**config.mk**
```make
export PLATFORM = sky130hd
export DESIGN_NAME = hand_flap_ctrl
export DESIGN_NICKNAME = d
export VERILOG_FILES = /design/src/rtl/hand_flap_pkg.sv /design/src/rtl/frame_strobe_sync.sv /design/src/rtl/hand_flap_ctrl.sv
export SDC_FILE = /design/constraint.sdc
export NUM_CORES = 1
export LEC_CHECK = 0
export CAP_MARGIN = 20
export CORE_MARGIN = 2
export CORE_UTILIZATION = 38
export CTS_CLUSTER_DIAMETER = 60
export CTS_CLUSTER_SIZE = 14
export DETAILED_ROUTE_END_ITERATION = 16
export GPL_ROUTABILITY_DRIVEN = 0
export PLACE_DENSITY = 0.68
export SETUP_SLACK_MARGIN = 0.4
export SLEW_MARGIN = 10
export SYNTH_ARGS = -nofsm -noshare
export SYNTH_HDL_FRONTEND = slang
export SYNTH_SLANG_ARGS = --single-unit
```
**constraint.sdc**
```tcl
create_clock -name clk -period 5.19 [get_ports clk]
set_clock_uncertainty 0.05 [all_clocks]
set_input_delay 0.7785 -clock clk [delete_from_list [all_inputs] [get_ports clk]]
set_output_delay 0.7785 -clock clk [all_outputs]
set_load 0.1 [all_outputs]
```
**src/rtl/hand_flap_pkg.sv**
```systemverilog
// Shared types, image geometry and coordinate clamp helpers for the hand-flap controller.
package hand_flap_pkg;

    typedef enum logic [1:0] {
        S_IDLE     = 2'd0,
        S_TRACK    = 2'd1,
        S_COOLDOWN = 2'd2
    } state_t;

    localparam int IMG_W = 320;
    localparam int IMG_H = 240;
    localparam int X_W   = 9;
    localparam int Y_W   = 8;

    function automatic logic [X_W-1:0] clamp_x(input logic signed [31:0] v);
        if (v < 0) begin
            return '0;
        end else if (v > IMG_W - 1) begin
            return X_W'(IMG_W - 1);
        end else begin
            return v[X_W-1:0];
        end
    endfunction

    function automatic logic [Y_W-1:0] clamp_y(input logic signed [31:0] v);
        if (v < 0) begin
            return '0;
        end else if (v > IMG_H - 1) begin
            return Y_W'(IMG_H - 1);
        end else begin
            return v[Y_W-1:0];
        end
    endfunction

endpackage

```
**src/rtl/frame_strobe_sync.sv**
```systemverilog
// Brings the camera vsync into the clk domain and emits a one-cycle frame strobe
// on each vsync rising edge, three clock edges after the rise.
module frame_strobe_sync (
    input  logic clk,
    input  logic reset,
    input  logic vsync_i,
    output logic fs_o
);

    logic meta_q;
    logic sync_q;
    logic sync_dly_q;
    logic fs_q;

    // NOTE: sequential state uses non-blocking assignments so every flop samples pre-edge values.
    always_ff @(posedge clk or posedge reset) begin
        if (reset) begin
            meta_q     <= 1'b0;
            sync_q     <= 1'b0;
            sync_dly_q <= 1'b0;
            fs_q       <= 1'b0;
        end else begin
            meta_q     <= vsync_i;
            sync_q     <= meta_q;
            sync_dly_q <= sync_q;
            fs_q       <= sync_q & ~sync_dly_q;
        end
    end

    assign fs_o = fs_q;

endmodule

```
**src/rtl/hand_flap_ctrl.sv**
```systemverilog
// Smooths per-frame hand centroids and turns an upward hand stroke into a one-cycle flap.
// Optional build macro HAND_FLAP_AUTOFLAP_EN adds a periodic auto-flap while no hand is tracked.
module hand_flap_ctrl
    import hand_flap_pkg::*;
#(
    parameter int AVG_DEPTH       = 4,
    parameter int FLAP_THRESH     = 12,
    parameter int COOLDOWN_FRAMES = 6,
    parameter int LOST_FRAMES     = 3,
    parameter int AUTO_FRAMES     = 30
) (
    input  logic        clk,
    input  logic        reset,
    input  logic        vsync_in,
    input  logic        pos_valid,
    input  logic [31:0] x_position,
    input  logic [31:0] y_position,
    output logic        flap,
    output logic        hand_present,
    output logic [8:0]  x_smooth,
    output logic [7:0]  y_smooth,
    output logic [15:0] flap_cnt
);

    localparam int LOG2_AVG = $clog2(AVG_DEPTH);
    localparam int XS_W     = X_W + LOG2_AVG;
    localparam int YS_W     = Y_W + LOG2_AVG;
    localparam int CD_W     = $clog2(COOLDOWN_FRAMES + 1);
    localparam int MISS_W   = $clog2(LOST_FRAMES + 1);

    localparam logic [Y_W-1:0]    THRESH_Y  = Y_W'(FLAP_THRESH);
    localparam logic [CD_W-1:0]   CD_RELOAD = CD_W'(COOLDOWN_FRAMES);
    localparam logic [MISS_W-1:0] MISS_LAST = MISS_W'(LOST_FRAMES - 1);

    logic           fs;
    logic           auto_flap;
    logic [X_W-1:0] cx;
    logic [Y_W-1:0] cy;

    state_t            state_q, state_d;
    logic [X_W-1:0]    win_x_q [AVG_DEPTH];
    logic [X_W-1:0]    win_x_d [AVG_DEPTH];
    logic [Y_W-1:0]    win_y_q [AVG_DEPTH];
    logic [Y_W-1:0]    win_y_d [AVG_DEPTH];
    logic [XS_W-1:0]   sum_x_q, sum_x_d;
    logic [YS_W-1:0]   sum_y_q, sum_y_d;
    logic [X_W-1:0]    x_smooth_q, x_smooth_d;
    logic [Y_W-1:0]    y_smooth_q, y_smooth_d;
    logic [Y_W-1:0]    prev_y_q, prev_y_d;
    logic [MISS_W-1:0] miss_q, miss_d;
    logic [CD_W-1:0]   cd_q, cd_d;
    logic              cmp_pend_q, cmp_pend_d;
    logic              flap_q, flap_d;
    logic [15:0]       flap_cnt_q, flap_cnt_d;

    frame_strobe_sync u_fs_sync (
        .clk     (clk),
        .reset   (reset),
        .vsync_i (vsync_in),
        .fs_o    (fs)
    );

    assign cx = clamp_x(x_position);
    assign cy = clamp_y(y_position);

`ifdef HAND_FLAP_AUTOFLAP_EN
    localparam int AUTO_W = $clog2(AUTO_FRAMES + 1);

    logic [AUTO_W-1:0] auto_cnt_q, auto_cnt_d;
    logic              auto_pend_q, auto_pend_d;

    always_comb begin
        auto_cnt_d  = auto_cnt_q;
        auto_pend_d = 1'b0;
        if (state_q != S_IDLE || (fs && pos_valid)) begin
            auto_cnt_d = '0;
        end else if (fs) begin
            if (auto_cnt_q == AUTO_W'(AUTO_FRAMES - 1)) begin
                auto_cnt_d  = '0;
                auto_pend_d = 1'b1;
            end else begin
                auto_cnt_d = auto_cnt_q + 1'b1;
            end
        end
    end

    always_ff @(posedge clk or posedge reset) begin
        if (reset) begin
            auto_cnt_q  <= '0;
            auto_pend_q <= 1'b0;
        end else begin
            auto_cnt_q  <= auto_cnt_d;
            auto_pend_q <= auto_pend_d;
        end
    end

    assign auto_flap = auto_pend_q;
`else
    assign auto_flap = 1'b0;
`endif

    // NOTE: every variable gets a default first so no path through this block infers a latch.
    always_comb begin
        state_d    = state_q;
        win_x_d    = win_x_q;
        win_y_d    = win_y_q;
        sum_x_d    = sum_x_q;
        sum_y_d    = sum_y_q;
        x_smooth_d = x_smooth_q;
        y_smooth_d = y_smooth_q;
        prev_y_d   = prev_y_q;
        miss_d     = miss_q;
        cd_d       = cd_q;
        cmp_pend_d = 1'b0;
        flap_d     = 1'b0;
        flap_cnt_d = flap_cnt_q;

        if (fs) begin
            prev_y_d = y_smooth_q;
            unique case (state_q)
                S_IDLE: begin
                    if (pos_valid) begin
                        win_x_d = '{default: cx};
                        win_y_d = '{default: cy};
                        sum_x_d = XS_W'(cx) << LOG2_AVG;
                        sum_y_d = YS_W'(cy) << LOG2_AVG;
                        miss_d  = '0;
                        cd_d    = '0;
                        state_d = S_TRACK;
                    end
                end
                S_TRACK, S_COOLDOWN: begin
                    if (pos_valid) begin
                        for (int i = AVG_DEPTH - 1; i > 0; i--) begin
                            win_x_d[i] = win_x_q[i-1];
                            win_y_d[i] = win_y_q[i-1];
                        end
                        win_x_d[0] = cx;
                        win_y_d[0] = cy;
                        sum_x_d    = sum_x_q + XS_W'(cx) - XS_W'(win_x_q[AVG_DEPTH-1]);
                        sum_y_d    = sum_y_q + YS_W'(cy) - YS_W'(win_y_q[AVG_DEPTH-1]);
                        miss_d     = '0;
                        cmp_pend_d = (state_q == S_TRACK);
                    end else begin
                        miss_d = miss_q + 1'b1;
                    end

                    if (state_q == S_COOLDOWN) begin
                        cd_d = cd_q - 1'b1;
                        if (cd_q == CD_W'(1)) begin
                            state_d = S_TRACK;
                        end
                    end

                    // Losing the hand overrides cooldown expiry on the same frame.
                    if (!pos_valid && miss_q == MISS_LAST) begin
                        state_d  = S_IDLE;
                        win_x_d  = '{default: '0};
                        win_y_d  = '{default: '0};
                        sum_x_d  = '0;
                        sum_y_d  = '0;
                        prev_y_d = '0;
                        miss_d   = '0;
                        cd_d     = '0;
                    end
                end
                default: begin
                    state_d = S_IDLE;
                end
            endcase

            if (state_d == S_IDLE) begin
                x_smooth_d = '0;
                y_smooth_d = '0;
            end else begin
                x_smooth_d = X_W'(sum_x_d >> LOG2_AVG);
                y_smooth_d = Y_W'(sum_y_d >> LOG2_AVG);
            end
        end else begin
            if (cmp_pend_q && prev_y_q > y_smooth_q && (prev_y_q - y_smooth_q) >= THRESH_Y) begin
                flap_d     = 1'b1;
                flap_cnt_d = flap_cnt_q + 16'd1;
                state_d    = S_COOLDOWN;
                cd_d       = CD_RELOAD;
            end else if (auto_flap) begin
                flap_d     = 1'b1;
                flap_cnt_d = flap_cnt_q + 16'd1;
            end
        end
    end

    // NOTE: the window arrays are reset too, since the running sums are only valid alongside them.
    always_ff @(posedge clk or posedge reset) begin
        if (reset) begin
            state_q    <= S_IDLE;
            win_x_q    <= '{default: '0};
            win_y_q    <= '{default: '0};
            sum_x_q    <= '0;
            sum_y_q    <= '0;
            x_smooth_q <= '0;
            y_smooth_q <= '0;
            prev_y_q   <= '0;
            miss_q     <= '0;
            cd_q       <= '0;
            cmp_pend_q <= 1'b0;
            flap_q     <= 1'b0;
            flap_cnt_q <= '0;
        end else begin
            state_q    <= state_d;
            win_x_q    <= win_x_d;
            win_y_q    <= win_y_d;
            sum_x_q    <= sum_x_d;
            sum_y_q    <= sum_y_d;
            x_smooth_q <= x_smooth_d;
            y_smooth_q <= y_smooth_d;
            prev_y_q   <= prev_y_d;
            miss_q     <= miss_d;
            cd_q       <= cd_d;
            cmp_pend_q <= cmp_pend_d;
            flap_q     <= flap_d;
            flap_cnt_q <= flap_cnt_d;
        end
    end

    assign flap         = flap_q;
    assign hand_present = (state_q != S_IDLE);
    assign x_smooth     = x_smooth_q;
    assign y_smooth     = y_smooth_q;
    assign flap_cnt     = flap_cnt_q;

endmodule

```
==> results.txt, run 1 <==
R2R Path Start = y_smooth[4]$_DFFE_PP0P_
Final period util = 88.9%
total number of vias = 7094
uppermost layer routed = met4
initial antenna violation count = 0
Worst EP required = 5470 ps
Post-Place Setup Slack = 42.5 ps
Die ar. = 23200 µm²
PwrDens = 690 nW/µm²
Die X = 152 µm
CP top delay family = simple AND/OR/NAND/NOR gates
vias in the first global route = 6939
launch point of the worst path = y_position[31]
FF-to-FF path depth = 10
layout cells sized above 1 = 7.96%
arrival time at the worst endpoint = 4890 ps
Top FF cell, synth = dfrtp_1
first-pass GRT wire length = 35800 µm
pin count of the biggest net entering global routing = 74
overall routing resource usage = 19.0%
gr ovfl total = 0
Final Hold Fails = 0
Yosys reg bits = 143
final non-filler cell total = 1310
area of the multi-input gates = 4330 µm²
Reg clk slew, reported paths = 60 ps
Crit path depth = 15
setup slack on the worst flop-to-flop path = 1820 ps
pins over their slew limit = 0
Post-synth ARST share = 100%
CP Capture Type = flop
CP Cell Sequence = clkdlybuf4s50_1, nor4_1, nand4_1, or2_2, or4b_4, fa_1, inv_1, ha_1, nor3_1, nor2_1, a31o_2, a311oi_2, nand2_1, a31o_2, a221oi_1
final worst setup slack = 577 ps
num rows = 54
Die Ht = 152 µm
Critical Path Fanout Max = 4
crit path kind = input port to flop
Max-slew headroom = 32.2%
final critical-path required period = 4610 ps
Synth Area per Inst = 9.06 µm²
# DRC = 0
worst min-delay path class = flop to flop
Post-CTS Setup Bufs = 0
status = finished clean
CP max stage cell = or4b_4
number of hold buffers added after CTS = 0
initial DRC count = 458
initial core utilization = 38.6%
cell area after layout = 10400 µm²
CTS root buffer = clkbuf_16
setup violators final = 0
CP dominant cell by count = a31o_2
DRT Wirelength = 21300 µm
Yosys warning total = 0
Seq/Total Area, Yosys = 42.8%
DR WL/cell = 16.3 µm
I/O Buffers = 102
clk sink count = 143
EDFF count, synth = 0
# IOs = 103
Yosys top cell by area = dfrtp_1
worst setup path endpoint = y_smooth[7]$_DFFE_PP0P_
FF-to-FF End = flap_cnt[1]$_DFFE_PP0P_
synth-to-layout area growth = 24.1%
diode count = 0
CTS H-tree depth = 4
commonest non-fill, non-tap cell in the layout = dfrtp_1
Register Area = 3580 µm²
Mapped Nets = 1046
Max Cap Viol = 0
met2 routed WL = 10200 µm
clock latency on the worst-skew pair = 420 ps
Cells after Synth = 923
Antenna Nets Post-Route = 0
post-DR vias/cell = 5.42
Critical path buffers and inverters = 2
post-synth top area share = 42.8%
Clock Path Buffers = 2
Inst Count DP = 1278
Placed Instance Area = 9720 µm²
Synth Cell Area = 8370 µm²
Max VDD drop = 331 µV
core area = 21700 µm²
fill count = 2021
commonest non-fill, non-tap cells in the layout = dfrtp_1 (143), clkdlybuf4s50_1 (102), nand2_1 (94)
RSZ-0062 raised after global routing = yes
Metal-1 WL = 9700 µm
hpwl dp = 15400 µm
Area contributors post-synth = dfrtp_1 (43%), ha_1 (5.5%), o21ai_0 (4.9%)
f_max = 217 MHz
nets = 1140
CP max stage delay = 520 ps
CTS tree = built
Worst Tran Pin Value = 1010 ps
post-synthesis cell type count = 69
wire length on met3 = 980 µm
Pre-antenna DRT Iters = 5
final setup TNS = 0 ps
Leak Pwr = 4.53 nW
clock buffer count from CTS = 17
CP Launch Type = input port
-- worst reg2reg max path: cells and delay by family (launching register included) --
family                     cells  cell delay [ps]
buffers and inverters          2              110
adders and majority gates      1              370
AOI/OAI and AO/OA              4             1340
muxes                          1              280
and+or+nand+nor                2              670
DFF                            1              430
-- layer usage --
layer | vias up | global-route usage, %
li1 | 3450 | -
met1 | 3426 | 25.9
met2 | 186 | 30.7
met3 | 32 | 3.33
met4 | 0 | 6.81
met5 | - | 0
-- cell usage after synthesis, types with 13 or more instances --
cell,count
dfrtp_1,143
nand2_1,94
o21ai_0,82
inv_1,81
nor2_1,70
a21oi_1,63
ha_1,37
clkbuf_1,34
nand3_1,20
a31oi_1,19
fa_1,18
o21a_1,16
a211oi_1,15
xor2_1,15
nor3_1,13
xnor2_1,13
-- per-stage QoR --
| stage | power, mW | util [%] | hold slack (ps) |
|---|---|---|---|
| floorplan | 4.82 | - | 281 |
| global placement | 5.66 | 44.8 | 285 |
| detailed placement | 5.75 | 44.8 | 291 |
| CTS | 7.14 | 47.8 | 305 |
| global route | 7.72 | 47.9 | 315 |
| finish | 7.17 | 47.9 | 300 |
-- state kept, by name, summed over array words and instances, names as in the netlist --
name,flops
win_x_q,36
win_y_q,32
flap_cnt,16
sum_x_q,11
sum_y_q,10
x_smooth,9
prev_y_q,8
y_smooth,8
cd_q,3
miss_q,2
state_q,2
cmp_pend_q,1
flap,1
u_fs_sync.fs_o,1
u_fs_sync.meta_q,1
u_fs_sync.sync_dly_q,1
u_fs_sync.sync_q,1
-- power by group --
part / leakage (nW) / internal, mW / switching [mW]
clock: 0.310 / 0.853 / 0.500
sequential: 1.79 / 1.52 / 0.292
combinational: 2.43 / 1.48 / 2.52
total: 4.53 / 3.85 / 3.31
-- cell families after synthesis --
kind of cell	count (synthesis)	share of synthesized area, %
xor gates and xnor gates	28	2.93
and+or+nand+nor	268	15.0
buffers and inverters	129	5.89
adders and majority gates	55	9.84
AOI/OAI and AO/OA	295	22.9
DFF	143	42.8
muxes	5	0.673
-- how the worst min path moves through the flow --
| stage | end | depth (start not counted) | from | slack [ps] |
|---|---|---|---|---|
| 6_report | u_fs_sync.sync_q$_DFF_PP0_ | 0 | u_fs_sync.meta_q$_DFF_PP0_ | 300 |
| 5_1_grt | u_fs_sync.sync_q$_DFF_PP0_ | 0 | u_fs_sync.meta_q$_DFF_PP0_ | 310 |
| 4_1_cts | u_fs_sync.sync_q$_DFF_PP0_ | 0 | u_fs_sync.meta_q$_DFF_PP0_ | 300 |
| 3_5_place_dp | u_fs_sync.sync_q$_DFF_PP0_ | 0 | u_fs_sync.meta_q$_DFF_PP0_ | 290 |
| 3_3_place_gp | u_fs_sync.sync_q$_DFF_PP0_ | 0 | u_fs_sync.meta_q$_DFF_PP0_ | 290 |
| 2_1_floorplan | u_fs_sync.sync_q$_DFF_PP0_ | 0 | u_fs_sync.meta_q$_DFF_PP0_ | 280 |
-- what timing repair did --
| action | 4_1_cts | 5_1_grt |
|---|---|---|
| endpoints found under the setup margin | 0 | 6 |
| resized for setup | 0 | 3 |
| endpoints found under the hold margin | 0 | 0 |
-- layout make-up --
| class | count | share of cell area (%) |
|---|---|---|
| clock buffer | 18 | 4.13 |
| sequential | 143 | 34.5 |
| clock inverter | 14 | 2.07 |
| tap | 280 | 3.37 |
| timing repair buffer | 121 | 11.2 |
| inverter | 83 | 3.05 |
| multi-input combinational | 651 | 41.7 |
(Power assumes the default switching activity.)
==> run 2: changes to the inputs <==
--- a/config.mk
+++ b/config.mk
@@ -5,14 +5,18 @@
 export SDC_FILE = /design/constraint.sdc
 export NUM_CORES = 1
 export LEC_CHECK = 0
+export ABC_AREA = 1
 export CAP_MARGIN = 20
+export CELL_PAD_IN_SITES_DETAIL_PLACEMENT = 0
+export CELL_PAD_IN_SITES_GLOBAL_PLACEMENT = 1
 export CORE_MARGIN = 2
 export CORE_UTILIZATION = 38
 export CTS_CLUSTER_DIAMETER = 60
 export CTS_CLUSTER_SIZE = 14
 export DETAILED_ROUTE_END_ITERATION = 16
 export GPL_ROUTABILITY_DRIVEN = 0
-export PLACE_DENSITY = 0.68
+export MAX_ROUTING_LAYER = met4
+export PLACE_DENSITY = 0.84
 export SETUP_SLACK_MARGIN = 0.4
 export SLEW_MARGIN = 10
 export SYNTH_ARGS = -nofsm -noshare
==> run 2 against run 1 <==
  * Combinational power rose by 3%
  * Non-clock buffer count down 9
  * Final area grew 5.0%
  * Critical endpoint is now x_smooth[6]$_DFFE_PP0P_
==> results.txt, run 2 <==
commonest non-fill, non-tap cells in the layout = nand2_1 (305), a21oi_1 (149), inv_1 (144) (was dfrtp_1 (143), clkdlybuf4s50_1 (102), nand2_1 (94))
largest family of logic cells by synthesized area = simple AND/OR/NAND/NOR gates (was compound AO/OA/AOI/OAI gates)
Reg clk slew, reported paths = 60 ps (about the same)
Reg power frac = 25.6% (was 25.3%)
Final Power = 7.17 mW (about the same)
post-synth top area share = 39.4% (was 42.8%)
Die ar. = 25100 µm² (was 23200 µm²)
Yosys reg bits = 143 (unchanged)
Critical Path Fanout Max = 9 (was 4)
most frequent cell after synthesis = nand2_1 (was dfrtp_1)
initial antenna violation count = 0 (unchanged)
Mapped Nets = 1337 (was 1046)
final setup TNS = 0 ps (unchanged)
setup violators final = 0 (unchanged)
vias in the first global route = 7882 (was 6939)
post-synthesis cell type count = 37 (was 69)
clock share of power = 17.2% (was 18.9%)
Area contributors post-synth = dfrtp_1 (39%), nand2_1 (13%), a21oi_1 (8.2%) (was dfrtp_1 (43%), ha_1 (5.5%), o21ai_0 (4.9%))
Leak Pwr = 5.22 nW (was 4.53 nW)
Max-slew headroom = 32.4% (was 32.2%)
Die Ht = 159 µm (was 152 µm)
Seq/Total Area, Yosys = 39.4% (was 42.8%)
I/O Buffers = 102 (unchanged)
post-DR vias/cell = 4.98 (was 5.42)
arrival time at the worst endpoint = 4380 ps (was 4890 ps)
hpwl dp = 17000 µm (was 15400 µm)
nets = 1423 (was 1140)
gr ovfl total = 0 (unchanged)
CTS root buffer = clkbuf_16 (unchanged)
crit path kind = input port to flop (unchanged)
post-synthesis xor/xnor area fraction = 2.51% (was 2.93%)
mux share of post-synthesis cell area = 0% (was 0.673%)
RSZ-0062 raised after global routing = no (was yes)
Post-CTS Setup Bufs = 0 (unchanged)
max reg flops = 36 (unchanged)
Antenna Nets Post-Route = 0 (unchanged)
Final Hold Fails = 0 (unchanged)
worst min-delay path class = flop to flop (unchanged)
first-pass GRT wire length = 39200 µm (was 35800 µm)
EDFF count, synth = 0 (unchanged)
clk sink count = 143 (unchanged)
synth-to-layout area growth = 20.1% (was 24.1%)
num rows = 56 (was 54)
Pre-antenna DRT Iters = 5 (unchanged)
commonest non-fill, non-tap cell in the layout = nand2_1 (was dfrtp_1)
f_max = 246 MHz (was 217 MHz)
clock latency on the worst-skew pair = 420 ps (about the same)
Sw Ratio = 48.2% (was 46.2%)
Yosys top cell by area = dfrtp_1 (unchanged)
DRT Wirelength = 23600 µm (was 21300 µm)
final critical-path required period = 4070 ps (was 4610 ps)
Synth top cells by count = nand2_1 (305), a21oi_1 (149), inv_1 (145) (was dfrtp_1 (143), nand2_1 (94), o21ai_0 (82))
Yosys warning total = 0 (unchanged)
Final period util = 78.5% (was 88.9%)
Die X = 159 µm (was 152 µm)
total number of vias = 8119 (was 7094)
clock buffer count from CTS = 17 (unchanged)
core occupancy in the finished layout = 46.5% (was 47.9%)
CP Capture Type = flop (unchanged)
status = finished clean (unchanged)
overall routing resource usage = 20.3% (was 19.0%)
layout cells sized above 1 = 5.56% (was 7.96%)
Worst Tran Pin Value = 1010 ps (about the same)
Synth Area in Compound Gates = 13.8% (was 22.9%)
pin count of the biggest net entering global routing = 69 (was 74)
initial core utilization = 38.7% (was 38.6%)
initial DRC count = 569 (was 458)
Synth Area per Inst = 7.48 µm² (was 9.06 µm²)
# DRC = 0 (unchanged)
Post-CTS Resized = 0 (unchanged)
Power Internal = 3.71 mW (was 3.85 mW)
simple-gate area share of the yosys netlist = 26.0% (was 15.0%)
Cells after Synth = 1214 (was 923)
Worst EP required = 5500 ps (was 5470 ps)
Post-synth ARST share = 100% (unchanged)
Synth Cell Area = 9080 µm² (was 8370 µm²)
Sw Pwr = 3.46 mW (was 3.31 mW)
Max VDD drop = 346 µV (was 331 µV)
CP Launch Type = input port (unchanged)
Top reg by flops = win_x_q (unchanged)
number of hold buffers added after CTS = 0 (unchanged)
Clock Path Buffers = 2 (unchanged)
CTS H-tree depth = 4 (unchanged)
# IOs = 103 (unchanged)
pins over their slew limit = 0 (unchanged)
CTS tree = built (unchanged)
Synth Area in Adders = 9.07% (was 9.84%)
DR WL/cell = 14.5 µm (was 16.3 µm)
combinational power share = 57.2% (was 55.8%)
diode count = 0 (unchanged)
Top FF cell, synth = dfrtp_1 (unchanged)
Max Cap Viol = 0 (unchanged)
PwrDens = 657 nW/µm² (was 690 nW/µm²)
core area = 23500 µm² (was 21700 µm²)
[run 2: cell count changes after synthesis, sizes merged, moves of 14 or more]
cell and change:
clkbuf -22, buf +21, a31oi -19, nand2 +213
nand3 +58, inv +72, a21oi +88, nor2 +51
a211oi -14
[run 2: metal layers]
metal / up-vias / wire length [µm] / GRT usage [%]
li1: 4076 / - / -
met5: - / 0 / -
met1: 3855 / 11000 / 26.1
met3: 21 / 937 / 3.57
met2: 167 / 11400 / 33.5
met4: 0 / 296 / 5.23
[run 2: final timing paths]
path | start | endpoint | slack, ps | depth (start not counted)
max in group asynchronous | reset | win_x_q[0]$_DFFE_PP0P_ | 3290 | 3
min reg2reg | u_fs_sync.meta_q$_DFF_PP0_ | u_fs_sync.sync_q$_DFF_PP0_ | 300 | 0
max | x_position[31] | x_smooth[6]$_DFFE_PP0P_ | 1120 | 21
max reg2reg | state_q[0]$_DFFE_PP0P_ | win_x_q[4]$_DFFE_PP0P_ | 2270 | 10
min | u_fs_sync.meta_q$_DFF_PP0_ | u_fs_sync.sync_q$_DFF_PP0_ | 300 | 0
min in group asynchronous | reset | flap_cnt[6]$_DFFE_PP0P_ | 700 | 2
[run 2: cell type report]
| class | count | area [µm²] |
|---|---|---|
| clock buffer | 19 | 433 |
| timing repair buffer | 112 | 1100 |
| clock inverter | 12 | 145 |
| tap | 319 | 399 |
| multi-input combinational | 872 | 4670 |
| sequential | 143 | 3580 |
| inverter | 154 | 586 |
| fill | 2395 | 12600 |
[run 2: cell families (layout without fill, tap and decap cells)]
family	Yosys count	in the layout
and+or+nand+nor	551	551
xor gates and xnor gates	26	26
AOI/OAI and AO/OA	240	240
buffers and inverters	199	297
adders and majority gates	55	55
DFF	143	143
[run 2: power by group through the flow]
stage          sequential, mW  clock [mW]  combinational, mW
2_1_floorplan            2.17           0               2.86
3_3_place_gp             1.84           0               4.06
3_5_place_dp             1.85           0               4.09
4_1_cts                  1.84        1.25               4.11
5_1_grt                  1.89        1.30               4.69
6_report                 1.84        1.23               4.10
[run 2: worst max-delay path: stages]
cell and delay, ps:
clkdlybuf4s50_1 580, nor2_1 170, nand2_1 60, nor2_1 140, nand3_1 130, nor2_4 230, nor2_2 100, o21ai_2 220
fa_1 500, fa_1 480, inv_1 100, nand3_1 60, nand3_1 130, nand2_1 90, nand3_1 90, nand2_1 50
o21ai_0 170, nand2_1 70, nand3b_1 110, nand3_1 70, nand2_1 70
[run 2: stage by stage]
| stage | cell area [µm²] | cells | hold slack (ps) | setup WS [ps] |
|---|---|---|---|---|
| after detailed placement | 10300 | 1600 | 290 | 707 |
| after global placement | 10300 | 1600 | 283 | 806 |
| final | 10900 | 1631 | 296 | 1120 |
| after global routing | 10900 | 1631 | 313 | 721 |
| after floorplan | 9080 | 1214 | 281 | 524 |
| after CTS | 10900 | 1631 | 298 | 1130 |
